File: src/rtl/fetch_unit.sv
`default_nettype none
// ============================================================================
// Module   : fetch_unit
// Brief    : Instruction fetch for the 16-bit core. Holds the loadable
//            instruction memory and the PC, resolves JMP/JN/JR and halts on END.
// Options  : FETCH_RETIRE_CNT_EN adds the saturating retire_cnt_o counter.
// Revision : 1.0 - initial release
// ============================================================================
module fetch_unit #(
   parameter int         PC_W   = 12,
   parameter int         MEM_AW = 8,
   parameter logic [3:0] OP_JMP = 4'h8,
   parameter logic [3:0] OP_JN  = 4'h9,
   parameter logic [3:0] OP_JR  = 4'hA,
   parameter logic [3:0] OP_END = 4'hF
) (
   input  logic              clk_i,
   input  logic              rst,
   input  logic              ld_valid_i,
   input  logic [MEM_AW-1:0] ld_adr_i,
   input  logic [15:0]       ld_data_i,
   input  logic              start_i,
   input  logic              stall_i,
   input  logic              flag_eq_i,
   output logic [15:0]       instr_o,
   output logic              instr_vld_o,
   output logic [PC_W-1:0]   pc_o,
   output logic              busy_o,
   output logic              halted_o
`ifdef FETCH_RETIRE_CNT_EN
   ,
   output logic [15:0]       retire_cnt_o
`endif
);

   localparam int              c_MEM_DEPTH = 2**MEM_AW;
   localparam logic [PC_W-1:0] c_PC_ONE    = PC_W'(1);

   typedef enum logic [1:0] {
      S_IDLE  = 2'd0,
      S_RUN   = 2'd1,
      S_FLUSH = 2'd2,
      S_HALT  = 2'd3
   } state_t;

   state_t          r_state;
   state_t          w_state_nxt;
   logic [15:0]     r_mem [c_MEM_DEPTH];
   logic [PC_W-1:0] r_pc;
   logic [PC_W-1:0] r_pc_o;
   logic [15:0]     r_instr;
   logic            r_vld;
   logic            r_halted;

   logic [3:0]      w_op;
   logic [PC_W-1:0] w_target;
   logic            w_stopped;
   logic            w_start;
   logic            w_ld_ok;
   logic            w_step;
   logic            w_adv;
   logic            w_end;
   logic            w_taken;

   always_ff @(posedge clk_i or posedge rst) begin
      if (rst) begin
         r_state <= S_IDLE;
      end else begin
         r_state <= w_state_nxt;
      end
   end

   always_comb begin
      w_state_nxt = r_state;
      w_op        = r_instr[15:12];
      w_target    = PC_W'(r_instr[11:0]);
      w_stopped   = (r_state == S_IDLE) || (r_state == S_HALT);
      w_start     = w_stopped && start_i;
      w_ld_ok     = w_stopped && ld_valid_i;
      w_step      = ((r_state == S_RUN) || (r_state == S_FLUSH)) && !stall_i;
      // A valid word is consumed by the decoder only on an unstalled cycle
      w_adv       = r_vld && !stall_i;
      w_end       = w_adv && (w_op == OP_END);
      w_taken     = w_adv && ((w_op == OP_JMP) ||
                              ((w_op == OP_JN) && !flag_eq_i) ||
                              ((w_op == OP_JR) &&  flag_eq_i));
      case (r_state)
         S_IDLE, S_HALT: begin
            if (start_i) w_state_nxt = S_RUN;
         end
         S_RUN: begin
            if (w_end)        w_state_nxt = S_HALT;
            else if (w_taken) w_state_nxt = S_FLUSH;
         end
         S_FLUSH: begin
            if (!stall_i) w_state_nxt = S_RUN;
         end
         default: w_state_nxt = S_IDLE;
      endcase
   end

   always_ff @(posedge clk_i) begin
      if (w_ld_ok) begin
         r_mem[ld_adr_i] <= ld_data_i;
      end
   end

   // instr_o is the read register of the memory; a taken jump squashes the word read alongside it
   always_ff @(posedge clk_i or posedge rst) begin
      if (rst) begin
         r_pc     <= '0;
         r_pc_o   <= '0;
         r_instr  <= '0;
         r_vld    <= 1'b0;
         r_halted <= 1'b0;
      end else if (w_start) begin
         r_pc     <= '0;
         r_halted <= 1'b0;
      end else if (w_end) begin
         r_vld    <= 1'b0;
         r_halted <= 1'b1;
      end else if (w_step) begin
         r_instr  <= r_mem[r_pc[MEM_AW-1:0]];
         r_pc_o   <= r_pc;
         r_vld    <= !w_taken;
         r_pc     <= w_taken ? w_target : r_pc + c_PC_ONE;
      end
   end

`ifdef FETCH_RETIRE_CNT_EN
   logic [15:0] r_retire_cnt;

   always_ff @(posedge clk_i or posedge rst) begin
      if (rst) begin
         r_retire_cnt <= '0;
      end else if (w_start) begin
         r_retire_cnt <= '0;
      end else if (w_adv && (r_retire_cnt != 16'hFFFF)) begin
         r_retire_cnt <= r_retire_cnt + 16'd1;
      end
   end

   assign retire_cnt_o = r_retire_cnt;
`endif

   assign instr_o     = r_instr;
   assign instr_vld_o = r_vld;
   assign pc_o        = r_pc_o;
   assign busy_o      = (r_state == S_RUN) || (r_state == S_FLUSH);
   assign halted_o    = r_halted;

endmodule
`default_nettype wire

File: config.mk
export PLATFORM = sky130hd
export DESIGN_NAME = fetch_unit
export DESIGN_NICKNAME = d
export VERILOG_FILES = /design/src/rtl/fetch_unit.sv
export SDC_FILE = /design/constraint.sdc
export NUM_CORES = 2
export LEC_CHECK = 0
export BUFFER_PORTS_ARGS = -buffer_cell sky130_fd_sc_hd__buf_2
export CORE_UTILIZATION = 55
export CTS_CLUSTER_SIZE = 8
export DETAILED_ROUTE_END_ITERATION = 8
export PLACE_DENSITY = 0.71
export SYNTH_ARGS = -nofsm -noshare
export SYNTH_HDL_FRONTEND = slang
export SYNTH_SLANG_ARGS = --single-unit
File: constraint.sdc
create_clock -name clk_i -period 3.7 [get_ports clk_i]
set_clock_uncertainty 0.15 [all_clocks]
set_input_delay 0.37 -clock clk_i [delete_from_list [all_inputs] [get_ports clk_i]]
set_output_delay 0.37 -clock clk_i [all_outputs]
set_load 0.02 [all_outputs]
=== Word level (Yosys, flattened, before mapping) ===
Memory sizes are Yosys's and may differ from the RTL's. A register that Yosys moved wholly into a read port is not among the register bits.
Index checks and enable logic that the tools add are counted.

* Reduce and logical (&&, ||, !) cells: 24
* Equal/unequal tests: 11
* Bitwise operators: 2
* $add $sub $neg: 1
* Mux-type cells: 15

{| class="wikitable"
|+ Operator list
! operator !! number
|-
| 12-bit 2-to-1 mux || 4
|-
| 4-bit equality test, second input constant || 4
|-
| 12-bit by 1-bit adder with 12-bit output, second input constant || 1
|-
| 1-bit logical AND || 8
|-
| 2-bit 2-to-1 mux || 4
|-
| 1-bit 2-to-1 mux || 6
|-
| 2-bit != test, second input constant || 3
|-
| 2-bit case mux with 3 select lines || 1
|-
| 3-bit AND reduction || 2
|-
| 2-bit nonzero test || 3
|-
| 2-bit equality test, second input constant || 2
|-
| 1-bit logical OR || 4
|-
| 2-bit AND reduction || 2
|-
| 1-bit logical NOT || 3
|-
| 3-bit != test, second input constant || 1
|-
| 2-bit by 1-bit equality test with 1-bit output, second input constant || 1
|-
| 2-bit logical NOT || 1
|-
| 1-bit NOT || 2
|-
| 2-bit OR reduction || 1
|}

* Output and inout port bits: 31
* Input port bits: 30
* Memories: 1
* Register bits: 28
* RAM bits: 4096

{| class="wikitable"
|+ Memories
! name !! depth !! width !! read ports !! clocked after Yosys merged registers in !! write ports !! line !! RTL
|-
| r_mem || 256 || 16 || 1 || 1 || 1 || 48 || <nowiki>logic [15:0] r_mem [c_MEM_DEPTH];</nowiki>
|}

=== Logic depth before layout (Yosys ltp) ===
* Word-level depth: 9
* Gate-level depth with buffers: 13
* Gate-level depth less buffers: 7

=== Least setup slack after synthesis ===
OpenSTA, ideal clock, no wires.

* Path kind: register to register
* Start: reg r_state[0]
* End: mem r_mem[104][0], enable pin
* Path slack: 590 ps
* Cell stages (with the launch flop): 9
* Arrival time: 2571 ps
* Path through: dfrtp_1 > inv_1 > ha_1 > and2_1 > clkbuf_1 > clkbuf_1 > nand3_1 > clkbuf_1 > nor2_1

* Cells in the longest elaborated chain, start to end: 5
* Elaborated cells between the ends (all ways): 6

{| class="wikitable"
|+ RTL lines
! what !! line !! RTL
|-
| start: declaration || 46 || <nowiki>state_t r_state;</nowiki>
|-
| start signal: assignment || 69 || <nowiki>r_state <= w_state_nxt;</nowiki>
|-
| 2-bit equality test / 2-bit logical NOT (equally long branches) || 77 || <nowiki>w_stopped = (r_state == S_IDLE) || (r_state == S_HALT);</nowiki>
|-
| 1-bit logical OR * || 77 ||
|-
| 1-bit logical AND * || 79 || <nowiki>w_ld_ok = w_stopped && ld_valid_i;</nowiki>
|-
| 1-bit 2-to-1 mux * || 103 || <nowiki>if (w_ld_ok) begin</nowiki>
|-
| 1-bit 2-to-1 mux (not written as such) * || 104 || <nowiki>r_mem[ld_adr_i] <= ld_data_i;</nowiki>
|-
| end: declaration || 48 ||
|}

Mark *: on every way between the ends. The rest lies on a longest branch, timed or not.

==> impl_metrics.yaml <==
outcome:
  status: "finished, violations left"
  violations: "negative setup slack"
yosys:
  synth_async_sr_flop_share_pct: 1.06
  ys_warn_count: 0
  synth_nets: 7418
  synth.avg_cell_area_um2: 21.6
  ys_types: 63
  synth_seq_cells: 4140
  synth_top_cell_by_area: "edfxtp_1"
  synth_top_flop_cell: "edfxtp_1"
  postSynthCellCount: 7385
  synth_edf_count: 4096
  ys_seq_area_share_pct: 77.7
  synthTopCellsByArea: "edfxtp_1 77%, mux4_2 13%, mux2i_1 2.9%"
  synth_top_area_share_pct: 77.0
  syn-cell-area_um2: 160000
clock_network:
  cts_max_level: 6
  post_cts_buffers: 0
  clk_latency_ps: 1070
  tritoncts: "built"
  cts-buffers-inserted: 587
  cts_root_buffer: "clkbuf_16"
  clock_sinks: 4140
  path_clk_slew_ps: 50
  cts_buffer_depth: 4
critical_path:
  arrival_ps: 4630
  critPathMaxFanout: 18
  rr_startpoint: "r_pc[1]"
  worstSetupEndpointType: "register"
  reg2reg_depth: 11
  worst-setup-path-type: "reg -> reg"
  reg2reg_slack_ps: -120
  required_ps: 4520
  cp-start-kind: "register"
  reg2reg_to: "instr_o[3]"
drt:
  wl_per_cell_um: 36.5
  drc_errors: 0
  maxUsedRoutingLayer: "met5"
  drt-initial-drc-count: 13281
  route.met3.wl_mm: 58.1
  route.met2.wl_mm: 207
  viasPerCell: 6.90
  met1_length_mm: 163
  wl_mm: 452
  vias: 85221
  drt_pre_antenna_iters: 6
  ant_nets: 0
grt:
  antenna_found_initial: 30
  track_usage_pct: 30.7
  globalRoute.totalOverflow: 0
  grt_pass1_wl_mm: 632
  grt_max_degree: 128
  grt_pass1_vias: 84277
cells_and_area:
  drive_above_1_share_pct: 30.0
  nNetsFinal: 8481
  area_growth_pct: 17.2
  final_core_util_pct: 65.0
  fin_cells: 12356
  fill_cells: 18062
worst_hold_path:
  min_from: "ld_adr_i[2]"
  min_to: "r_mem[142][7]"
  hold_path_class: "in -> reg"
  hold_depth: 4
power:
  power.total_mw: 136
  p_leak_nw: 60.8
  p_per_area_nw_per_um2: 724
  ir_drop_uv: 482
floorplanning:
  core_area_um2: 288000
  dieHeight_um: 541
  ioPinCount: 61
  die_x_um: 541
  dieArea_um2: 293000
  start_util_pct: 55.4
  num_rows: 197
sta:
  report.final.hold_viol_count: 0
  worst_slack_ps: -117
  worst_pin_slew_ps: 1350
  slew_headroom_pct: 9.69
  slew_viol_final: 0
  rsz0062_at_grt: "true"
  tns_ps: -264
  final.period_utilization_pct: 103
  max_freq_ghz: 0.262
  setup_violations: 4
  min_period_ps: 3820
placed_design:
  gp_congestion: 0.985
  dp.cells: 11612
  port_buffers: 60
  dpl.hpwl_mm: 271
flow_run:
  drv_cap: 0
-- worst max-delay path by stage --
stage	slack, ps	endpoint	cells past startpoint	startpoint
after detailed placement	-350	instr_o[1]	10	r_pc[1]
after floorplan	590	r_mem[104][0]	8	r_state[0]
after global placement	-330	instr_o[1]	10	r_pc[1]
after CTS	-40	instr_o[12]	10	r_pc[0]
after global routing	-60	instr_o[3]	11	r_pc[1]
final	-120	instr_o[3]	11	r_pc[1]
-- through the flow --
stage,hold slack [ps],worst slack (ps),instance area (µm²)
floorplan,306,590,160000
global placement,306,-328,171000
detailed placement,315,-350,171000
CTS,11.8,-40.4,187000
global route,29.2,-63.9,187000
finish,58.8,-117,187000
-- layout make-up --
class	count	area (µm²)	area share [%]
clock buffer	644	15000	7.99
inverter	12	61.3	0.0327
timing repair buffer	920	8740	4.66
clock inverter	56	1190	0.637
multi-input combinational	2787	33500	17.9
antenna	16	40.0	0.0214
tap	3781	4730	2.53
sequential	4140	124000	66.3
-- cells in the mapped netlist (all sizes together) (3+ instances only) --
master and n:
o2111ai 13, or3 4, o221ai 40, edfxtp 4096
o22ai 84, a221o 5, clkbuf 167, nand2b 11
o211ai 20, nand2 175, inv 11, a311oi 15
nand4 25, a211oi 30, buf 279, a2111oi 9
mux2 29, nor2b 27, nor2 325, nor4 4
a21oi 115, o22a 6, a211o 3, mux2i 466
nand3b 4, a31oi 22, o311ai 9, o31ai 4
a32oi 9, nor3b 4, a221oi 53, o21ai 89
a22oi 124, nand3 64, dfrtp 44, o41ai 3
a22o 5, o21bai 3, and2 11, mux4 902
nor3 36, ha 3, or2 6, a41oi 16
-- placed cells by master, fill, tap and decap left out, types with 42 or more instances in the layout --
cell / synthesis / routed
a21oi_1: 115 / 113
o22ai_1: 84 / 84
buf_4: 54 / 691
mux2i_1: 466 / 465
mux4_2: 902 / 902
clkbuf_1: 167 / 54
nor2_1: 325 / 280
nor2_2: 0 / 42
edfxtp_1: 4096 / 4096
nand3_1: 64 / 60
o21ai_0: 86 / 82
buf_2: 144 / 44
a221oi_1: 53 / 52
buf_12: 1 / 136
clkbuf_16: 0 / 590
nand2_1: 175 / 174
a22oi_1: 124 / 124
-- sequential cells by signal (all words and copies together) (netlist names) --
| signal | flops |
|---|---|
| r_mem | 4096 |
| instr_o | 16 |
| pc_o | 12 |
| r_pc | 12 |
| r_state | 2 |
| halted_o | 1 |
| instr_vld_o | 1 |
-- per-layer routing --
metal  track usage (%)  vias up
met3              8.57     1149
met4              14.5       24
met1              42.2    44309
met5                 0        -
met2              46.1     6673
li1                  -    33066
-- worst max-delay path, cell delays in order, from the launching register on --
cell	delay, ps
dfrtp_4	530
buf_12	240
buf_12	210
mux4_2	340
a221oi_1	510
buf_4	210
o21ai_1	70
buf_4	160
a2111oi_0	510
buf_4	240
a211oi_1	140
o32a_1	360
-- kinds of logic (layout without fill, tap and decap cells) --
group	after synthesis	count (layout)	share of synthesized area, %
DFF	4140	4140	77.7
muxes	1397	1397	15.8
and+or+nand+nor	702	702	1.90
AOI/OAI and AO/OA	685	685	2.98
buffers and inverters	458	1632	1.60
adders and majority gates	3	3	0.0235
other	0	16	0
-- power breakdown --
part | total [mW] | internal [mW] | switching (mW)
Sequential | 52.4 | 51.9 | 0.455
Combinational | 35.5 | 15.0 | 20.4
Clock | 47.9 | 28.5 | 19.3
Total | 136 | 95.5 | 40.2
-- what timing repair did --
item,4_1_cts,5_1_grt
hold buffers,28,0
endpoints found under the setup margin,7,9
pin swaps,2,0
endpoints found under the hold margin,1911,0
gates resized for setup,17,14
Power figures use the tool's default switching activity.
